[config.mk]
export PLATFORM = sky130hd
export DESIGN_NAME = mips_mc_control
export DESIGN_NICKNAME = d
export VERILOG_FILES = /design/src/rtl/mips_pkg.sv /design/src/rtl/mips_mc_control_alu_decoder.sv /design/src/rtl/mips_mc_control.sv
export SDC_FILE = /design/constraint.sdc
export NUM_CORES = 1
export LEC_CHECK = 0
export BUFFER_PORTS_ARGS = -buffer_cell sky130_fd_sc_hd__buf_2
export CAP_MARGIN = 5
export CORE_MARGIN = 2
export CORE_UTILIZATION = 45
export CTS_CLUSTER_DIAMETER = 150
export CTS_CLUSTER_SIZE = 20
export DETAILED_ROUTE_END_ITERATION = 12
export GPL_ROUTABILITY_DRIVEN = 0
export PLACE_DENSITY = 0.76
export SYNTH_ARGS = -nofsm -noshare
export SYNTH_HDL_FRONTEND = slang
export SYNTH_SLANG_ARGS = --single-unit
[constraint.sdc]
create_clock -name clk -period 3.6 [get_ports clk]
set_clock_uncertainty 0.1 [all_clocks]
set_input_delay 0.18 -clock clk [delete_from_list [all_inputs] [get_ports clk]]
set_output_delay 0.18 -clock clk [all_outputs]
set_load 0.05 [all_outputs]
[src/rtl/mips_pkg.sv]
// Shared definitions for the multicycle MIPS control path.
// Holds the opcode/funct constants, the ALU select codes, the datapath
// mux encodings, the 4-bit control state enum, and the operation class
// that the control FSM hands to the ALU decoder.
package mips_pkg;

  localparam logic [5:0] OP_RTYPE = 6'h00;
  localparam logic [5:0] OP_J     = 6'h02;
  localparam logic [5:0] OP_BEQ   = 6'h04;
  localparam logic [5:0] OP_BNE   = 6'h05;
  localparam logic [5:0] OP_ADDI  = 6'h08;
  localparam logic [5:0] OP_SLTI  = 6'h0A;
  localparam logic [5:0] OP_ANDI  = 6'h0C;
  localparam logic [5:0] OP_ORI   = 6'h0D;
  localparam logic [5:0] OP_LUI   = 6'h0F;
  localparam logic [5:0] OP_MUL   = 6'h1C;
  localparam logic [5:0] OP_LW    = 6'h23;
  localparam logic [5:0] OP_SW    = 6'h2B;

  localparam logic [5:0] F_SLL = 6'h00;
  localparam logic [5:0] F_SRL = 6'h02;
  localparam logic [5:0] F_ADD = 6'h20;
  localparam logic [5:0] F_SUB = 6'h22;
  localparam logic [5:0] F_AND = 6'h24;
  localparam logic [5:0] F_OR  = 6'h25;
  localparam logic [5:0] F_NOR = 6'h27;
  localparam logic [5:0] F_SLT = 6'h2A;
  localparam logic [5:0] F_MUL = 6'h02;

  localparam logic [3:0] ALU_ADD = 4'b0000;
  localparam logic [3:0] ALU_AND = 4'b0001;
  localparam logic [3:0] ALU_OR  = 4'b0010;
  localparam logic [3:0] ALU_NOR = 4'b0011;
  localparam logic [3:0] ALU_SLT = 4'b0100;
  localparam logic [3:0] ALU_SLL = 4'b0101;
  localparam logic [3:0] ALU_SRL = 4'b0110;
  localparam logic [3:0] ALU_SUB = 4'b0111;
  localparam logic [3:0] ALU_MUL = 4'b1000;
  localparam logic [3:0] ALU_LUI = 4'b1001;

  localparam logic [1:0] SRCA_PC = 2'b00;
  localparam logic [1:0] SRCA_A  = 2'b01;
  localparam logic [1:0] SRCA_B  = 2'b10;

  localparam logic [1:0] SRCB_B     = 2'b00;
  localparam logic [1:0] SRCB_FOUR  = 2'b01;
  localparam logic [1:0] SRCB_IMM   = 2'b10;
  localparam logic [1:0] SRCB_BRIMM = 2'b11;

  localparam logic [1:0] PCSRC_ALU    = 2'b00;
  localparam logic [1:0] PCSRC_ALUOUT = 2'b01;
  localparam logic [1:0] PCSRC_JUMP   = 2'b10;

  typedef enum logic [3:0] {
    S_FETCH   = 4'd0,
    S_DECODE  = 4'd1,
    S_MEM_ADR = 4'd2,
    S_MEM_RD  = 4'd3,
    S_MEM_WB  = 4'd4,
    S_MEM_WR  = 4'd5,
    S_R_EXE   = 4'd6,
    S_R_WB    = 4'd7,
    S_I_EXE   = 4'd8,
    S_I_WB    = 4'd9,
    S_BRANCH  = 4'd10,
    S_JUMP    = 4'd11
  } state_t;

  // What kind of ALU operation the current state needs.
  typedef enum logic [1:0] {
    CLS_ADD = 2'd0,
    CLS_R   = 2'd1,
    CLS_I   = 2'd2,
    CLS_BR  = 2'd3
  } alu_cls_t;

endpackage

[src/rtl/mips_mc_control_alu_decoder.sv]
// alu_decoder: combinational ALU select decode.
// Ports:
//   opcode, funct  instruction fields
//   cls            operation class from the control FSM (alu_cls_t)
//   alu_sel        ALU select code
//   ext_sel        immediate extension (0 sign, 1 zero)
//   funct_valid    R-type (or mul) funct is one the ALU implements
module alu_decoder
  import mips_pkg::*;
#(
  parameter bit SUPPORT_MUL = 1'b1
) (
  input  logic [5:0] opcode,
  input  logic [5:0] funct,
  input  logic [1:0] cls,
  output logic [3:0] alu_sel,
  output logic       ext_sel,
  output logic       funct_valid
);

  always_comb begin
    alu_sel     = ALU_ADD;
    ext_sel     = 1'b0;
    funct_valid = 1'b0;
    case (cls)
      CLS_R: begin
        if (opcode == OP_MUL) begin
          if (SUPPORT_MUL && funct == F_MUL) begin
            alu_sel     = ALU_MUL;
            funct_valid = 1'b1;
          end
        end else begin
          funct_valid = 1'b1;
          case (funct)
            F_ADD:   alu_sel = ALU_ADD;
            F_SUB:   alu_sel = ALU_SUB;
            F_AND:   alu_sel = ALU_AND;
            F_OR:    alu_sel = ALU_OR;
            F_NOR:   alu_sel = ALU_NOR;
            F_SLT:   alu_sel = ALU_SLT;
            F_SLL:   alu_sel = ALU_SLL;
            F_SRL:   alu_sel = ALU_SRL;
            default: funct_valid = 1'b0;
          endcase
        end
      end
      CLS_I: begin
        case (opcode)
          OP_SLTI: alu_sel = ALU_SLT;
          OP_ANDI: begin alu_sel = ALU_AND; ext_sel = 1'b1; end
          OP_ORI:  begin alu_sel = ALU_OR;  ext_sel = 1'b1; end
          OP_LUI:  alu_sel = ALU_LUI;
          default: alu_sel = ALU_ADD;
        endcase
      end
      CLS_BR:  alu_sel = ALU_SUB;
      default: alu_sel = ALU_ADD;
    endcase
  end

endmodule

[src/rtl/mips_mc_control.sv]
// mips_mc_control: multicycle control FSM for the 32-bit MIPS datapath.
// Sequences fetch/decode/execute/memory/writeback, drives the ALU select,
// datapath mux selects and write enables, and stalls FETCH, MEM_RD and
// MEM_WR until mem_ready.
// Ports:
//   clk, rst (sync, active-high), opcode, funct, zero (ALU Z), mem_ready
//   pc_en, i_or_d, mem_read, mem_write, ir_write, reg_dst, mem_to_reg,
//   reg_write, alu_src_a, alu_src_b, ext_sel, pc_src, alu_sel, state
module mips_mc_control
  import mips_pkg::*;
#(
  parameter bit SUPPORT_MUL = 1'b1
) (
  input  logic       clk,
  input  logic       rst,
  input  logic [5:0] opcode,
  input  logic [5:0] funct,
  input  logic       zero,
  input  logic       mem_ready,
  output logic       pc_en,
  output logic       i_or_d,
  output logic       mem_read,
  output logic       mem_write,
  output logic       ir_write,
  output logic       reg_dst,
  output logic       mem_to_reg,
  output logic       reg_write,
  output logic [1:0] alu_src_a,
  output logic [1:0] alu_src_b,
  output logic       ext_sel,
  output logic [1:0] pc_src,
  output logic [3:0] alu_sel,
  output logic [3:0] state
);

  state_t   state_q, state_d;
  alu_cls_t cls;
  logic     funct_valid;
  logic     is_shift;

  alu_decoder #(.SUPPORT_MUL(SUPPORT_MUL)) u_alu_dec (
    .opcode      (opcode),
    .funct       (funct),
    .cls         (cls),
    .alu_sel     (alu_sel),
    .ext_sel     (ext_sel),
    .funct_valid (funct_valid)
  );

  // Shifts take the value from rt (B reg) and the amount from imm[10:6].
  assign is_shift = (opcode == OP_RTYPE) && ((funct == F_SLL) || (funct == F_SRL));
  assign state    = state_q;

  always_ff @(posedge clk) begin
    if (rst) state_q <= S_FETCH;
    else     state_q <= state_d;
  end

  always_comb begin
    state_d    = state_q;
    cls        = CLS_ADD;
    pc_en      = 1'b0;
    i_or_d     = 1'b0;
    mem_read   = 1'b0;
    mem_write  = 1'b0;
    ir_write   = 1'b0;
    reg_dst    = 1'b0;
    mem_to_reg = 1'b0;
    reg_write  = 1'b0;
    alu_src_a  = SRCA_PC;
    alu_src_b  = SRCB_B;
    pc_src     = PCSRC_ALU;
    case (state_q)
      S_FETCH: begin
        mem_read  = 1'b1;
        alu_src_b = SRCB_FOUR;
        if (mem_ready) begin
          ir_write = 1'b1;
          pc_en    = 1'b1;
          state_d  = S_DECODE;
        end
      end
      S_DECODE: begin
        // Branch target is computed speculatively into ALUOut here.
        alu_src_b = SRCB_BRIMM;
        case (opcode)
          OP_LW, OP_SW:                          state_d = S_MEM_ADR;
          OP_RTYPE:                              state_d = S_R_EXE;
          OP_MUL:                                state_d = SUPPORT_MUL ? S_R_EXE : S_FETCH;
          OP_ADDI, OP_SLTI, OP_ANDI, OP_ORI, OP_LUI: state_d = S_I_EXE;
          OP_BEQ, OP_BNE:                        state_d = S_BRANCH;
          OP_J:                                  state_d = S_JUMP;
          default:                               state_d = S_FETCH;
        endcase
      end
      S_MEM_ADR: begin
        alu_src_a = SRCA_A;
        alu_src_b = SRCB_IMM;
        state_d   = (opcode == OP_SW) ? S_MEM_WR : S_MEM_RD;
      end
      S_MEM_RD: begin
        mem_read = 1'b1;
        i_or_d   = 1'b1;
        if (mem_ready) state_d = S_MEM_WB;
      end
      S_MEM_WB: begin
        reg_write  = 1'b1;
        mem_to_reg = 1'b1;
        state_d    = S_FETCH;
      end
      S_MEM_WR: begin
        mem_write = 1'b1;
        i_or_d    = 1'b1;
        if (mem_ready) state_d = S_FETCH;
      end
      S_R_EXE: begin
        cls       = CLS_R;
        alu_src_a = is_shift ? SRCA_B : SRCA_A;
        alu_src_b = is_shift ? SRCB_IMM : SRCB_B;
        // An unknown funct is dropped without writeback.
        state_d   = funct_valid ? S_R_WB : S_FETCH;
      end
      S_R_WB: begin
        reg_write = 1'b1;
        reg_dst   = 1'b1;
        state_d   = S_FETCH;
      end
      S_I_EXE: begin
        cls       = CLS_I;
        alu_src_a = SRCA_A;
        alu_src_b = SRCB_IMM;
        state_d   = S_I_WB;
      end
      S_I_WB: begin
        reg_write = 1'b1;
        state_d   = S_FETCH;
      end
      S_BRANCH: begin
        cls       = CLS_BR;
        alu_src_a = SRCA_A;
        pc_src    = PCSRC_ALUOUT;
        pc_en     = (opcode == OP_BNE) ? ~zero : zero;
        state_d   = S_FETCH;
      end
      S_JUMP: begin
        pc_src  = PCSRC_JUMP;
        pc_en   = 1'b1;
        state_d = S_FETCH;
      end
      default: state_d = S_FETCH;
    endcase
    // Reset abandons whatever is in flight: nothing is written or requested.
    if (rst) begin
      pc_en     = 1'b0;
      ir_write  = 1'b0;
      reg_write = 1'b0;
      mem_write = 1'b0;
      mem_read  = 1'b0;
    end
  end

endmodule
==> flow_summary.ini <==
[clocking]
cts_max_level = 1
ctsRootBufferMaster = clkbuf_4
cts.clk_slew.worst_paths_ns = 0.05
ctsResizeCount = 0
postCtsSetupBuffers = 0
cts_buffers = 3
cts_tree = built
cts.sinks = 4
clk_latency_ns = 0.26
clockBufferDepth = 2
holdBufCountCts = 0

[placement]
dpl_worst_slack_ns = 1.066
placedCellCount = 191
io_buffers = 38
place_hpwl_mm = 1.987
placed_area_mm2 = 0.001052

[yosys]
synthCells = 141
synth-seq-cells = 4
synth_warnings = 0
synth_edf_count = 0
syn_area_per_cell_um2 = 6.362
ys_seq_area_frac = 0.08926
ys.flop_type = dfxtp_1
syn_nets = 157
synthArstFlopShare = 0
syn-cell-area_um2 = 897.1
synth_cell_types = 47

[floorplanning]
rows = 16
die_h_um = 48.65
dieArea_mm2 = 0.002367
die_x_um = 48.65
start_util = 0.4668
core_mm2 = 0.001922
ios = 39

[detailed_routing]
drtAntennaViolNets = 0
post_drt_wl_per_cell_um = 13.41
dr.pass1.iters = 4
drcViolationCount = 0
wl_mm = 2.602
first_iter_violations = 51
vias = 1167
viasPerCell = 6.015

[final_layout]
layout_common_cells = buf_2, nor2_1, nand2_1, a21oi_1, nor3_1
drive_gt1_frac = 0.2635
syn_to_final_growth_pct = 19.80
fin_cells = 194
n_fill_cell = 209
largest_register_ffs = 4
final_common_cell = buf_2
num_antenna_cells = 0
fin_nets = 185
final_area_mm2 = 0.001075
utilization = 0.5592

[grt]
met3_usage = 0.006173
antenna_found_initial = 0
grt_pass1_vias = 978
grt_pass1_wl_mm = 4.167
use_met1 = 0.2633
globalRoute.busiestLayer = met2
grt_overflow = 0
gr-usage-all-layers = 0.2153
globalRouteMet2Util = 0.3904
grt_start_max_net_pins = 23

[sta]
hold_ws_ns = 0.1104
setup_viol = 0
hold_violations = 0
rsz0062_at_grt = no
finalSetupTns_ns = 0
period_share = 0.7806
relSlewSlack = 0.5016
slew_viol_final = 0
fin_crit_ns = 2.810
fmax_mhz = 355.8
fin_ws_ns = 0.7897
worst_pin_slew_ns = 0.7465

[status]
outcome = finished, final reports clean

[setup_path]
critPathArrivalTime_ns = 2.53
criticalPathCategory = register to output port
endpoint = alu_sel[1]
crit_start = state[1]$_SDFFE_PP0P_
cp_max_fo = 22
reg2reg_slack_ns = 1.50
worst_setup_path_end_kind = output port
r2r_start = state[1]$_SDFFE_PP0P_
worstPathRequired_ns = 3.32
r2r_end = state[2]$_SDFFE_PP0P_
start_kind = register
reg2reg_depth = 5

[power]
vdd_drop_max_mv = 0.1986
p_total_uw = 214.6
power_density_mw_per_mm2 = 199.7
leakage_nw = 0.4281

[flow_run]
maxCapViolCount = 0

[hold_path]
worstHoldPathType = input port to register
hp-start = rst
worst max-delay path: stages (launching register included):
cell and delay, ns:
dfxtp_1 0.80, nand4bb_4 0.18, a311o_1 0.39, or3_1 0.34
a21o_1 0.18, a21oi_2 0.12, buf_2 0.27
synth_stat cells (2+ instances only):
cell type,number,area share
or3_1,2,0.014
dfxtp_1,4,0.089
nor3_1,10,0.056
clkbuf_1,9,0.038
o32ai_1,2,0.020
xnor2_1,2,0.020
buf_2,4,0.022
nor2b_1,3,0.021
nand3_1,9,0.050
inv_1,3,0.013
nand2b_1,8,0.056
a21oi_1,11,0.061
o21ai_0,4,0.022
o22ai_1,2,0.014
nor2_1,16,0.067
a211oi_1,5,0.042
nor4_1,3,0.021
a21o_1,2,0.017
nand2_1,11,0.046
nor3b_1,3,0.025
xor2_1,2,0.020
layer usage:
metal,wire length (um),up-vias
li1,-,578
met1,1132,533
met2,1278,54
met3,160,2
met4,30,0
met5,0,-
cells by family after synthesis:
family	synth area share
multiplexers	0.01116
buffers and inverters	0.08925
flip-flops	0.08926
AND/OR/NAND/NOR	0.4394
AO/OA/AOI/OAI	0.3320
XOR/XNOR	0.03906
layout make-up:
cell class,instances,area [um2],area share
timing repair buffer,38,190.2,0.1769
tap,27,33.78,0.03143
inverter,3,11.26,0.01048
multi-input combinational,119,737.0,0.6857
clock buffer,3,22.52,0.02095
sequential,4,80.08,0.07451
where the power goes:
group / switching [mW] / internal, mW / leakage (nW) / total (mW)
logic: 0.0673 / 0.0325 / 0.382 / 0.0998
clock network: 0.0247 / 0.0377 / 0.0138 / 0.0624
registers: 0.00635 / 0.0461 / 0.0325 / 0.0524
worst min-delay path by stage:
stage | end | slack (ns) | cells past startpoint
CTS | state[1]$_SDFFE_PP0P_ | 0.11 | 2
detailed placement | state[1]$_SDFFE_PP0P_ | 0.37 | 2
floorplan | state[3]$_SDFFE_PP0P_ | 0.31 | 3
global route | state[1]$_SDFFE_PP0P_ | 0.14 | 2
finish | state[1]$_SDFFE_PP0P_ | 0.11 | 2
global placement | state[1]$_SDFFE_PP0P_ | 0.38 | 2
Note: power is estimated with default switching activity, not from simulation.
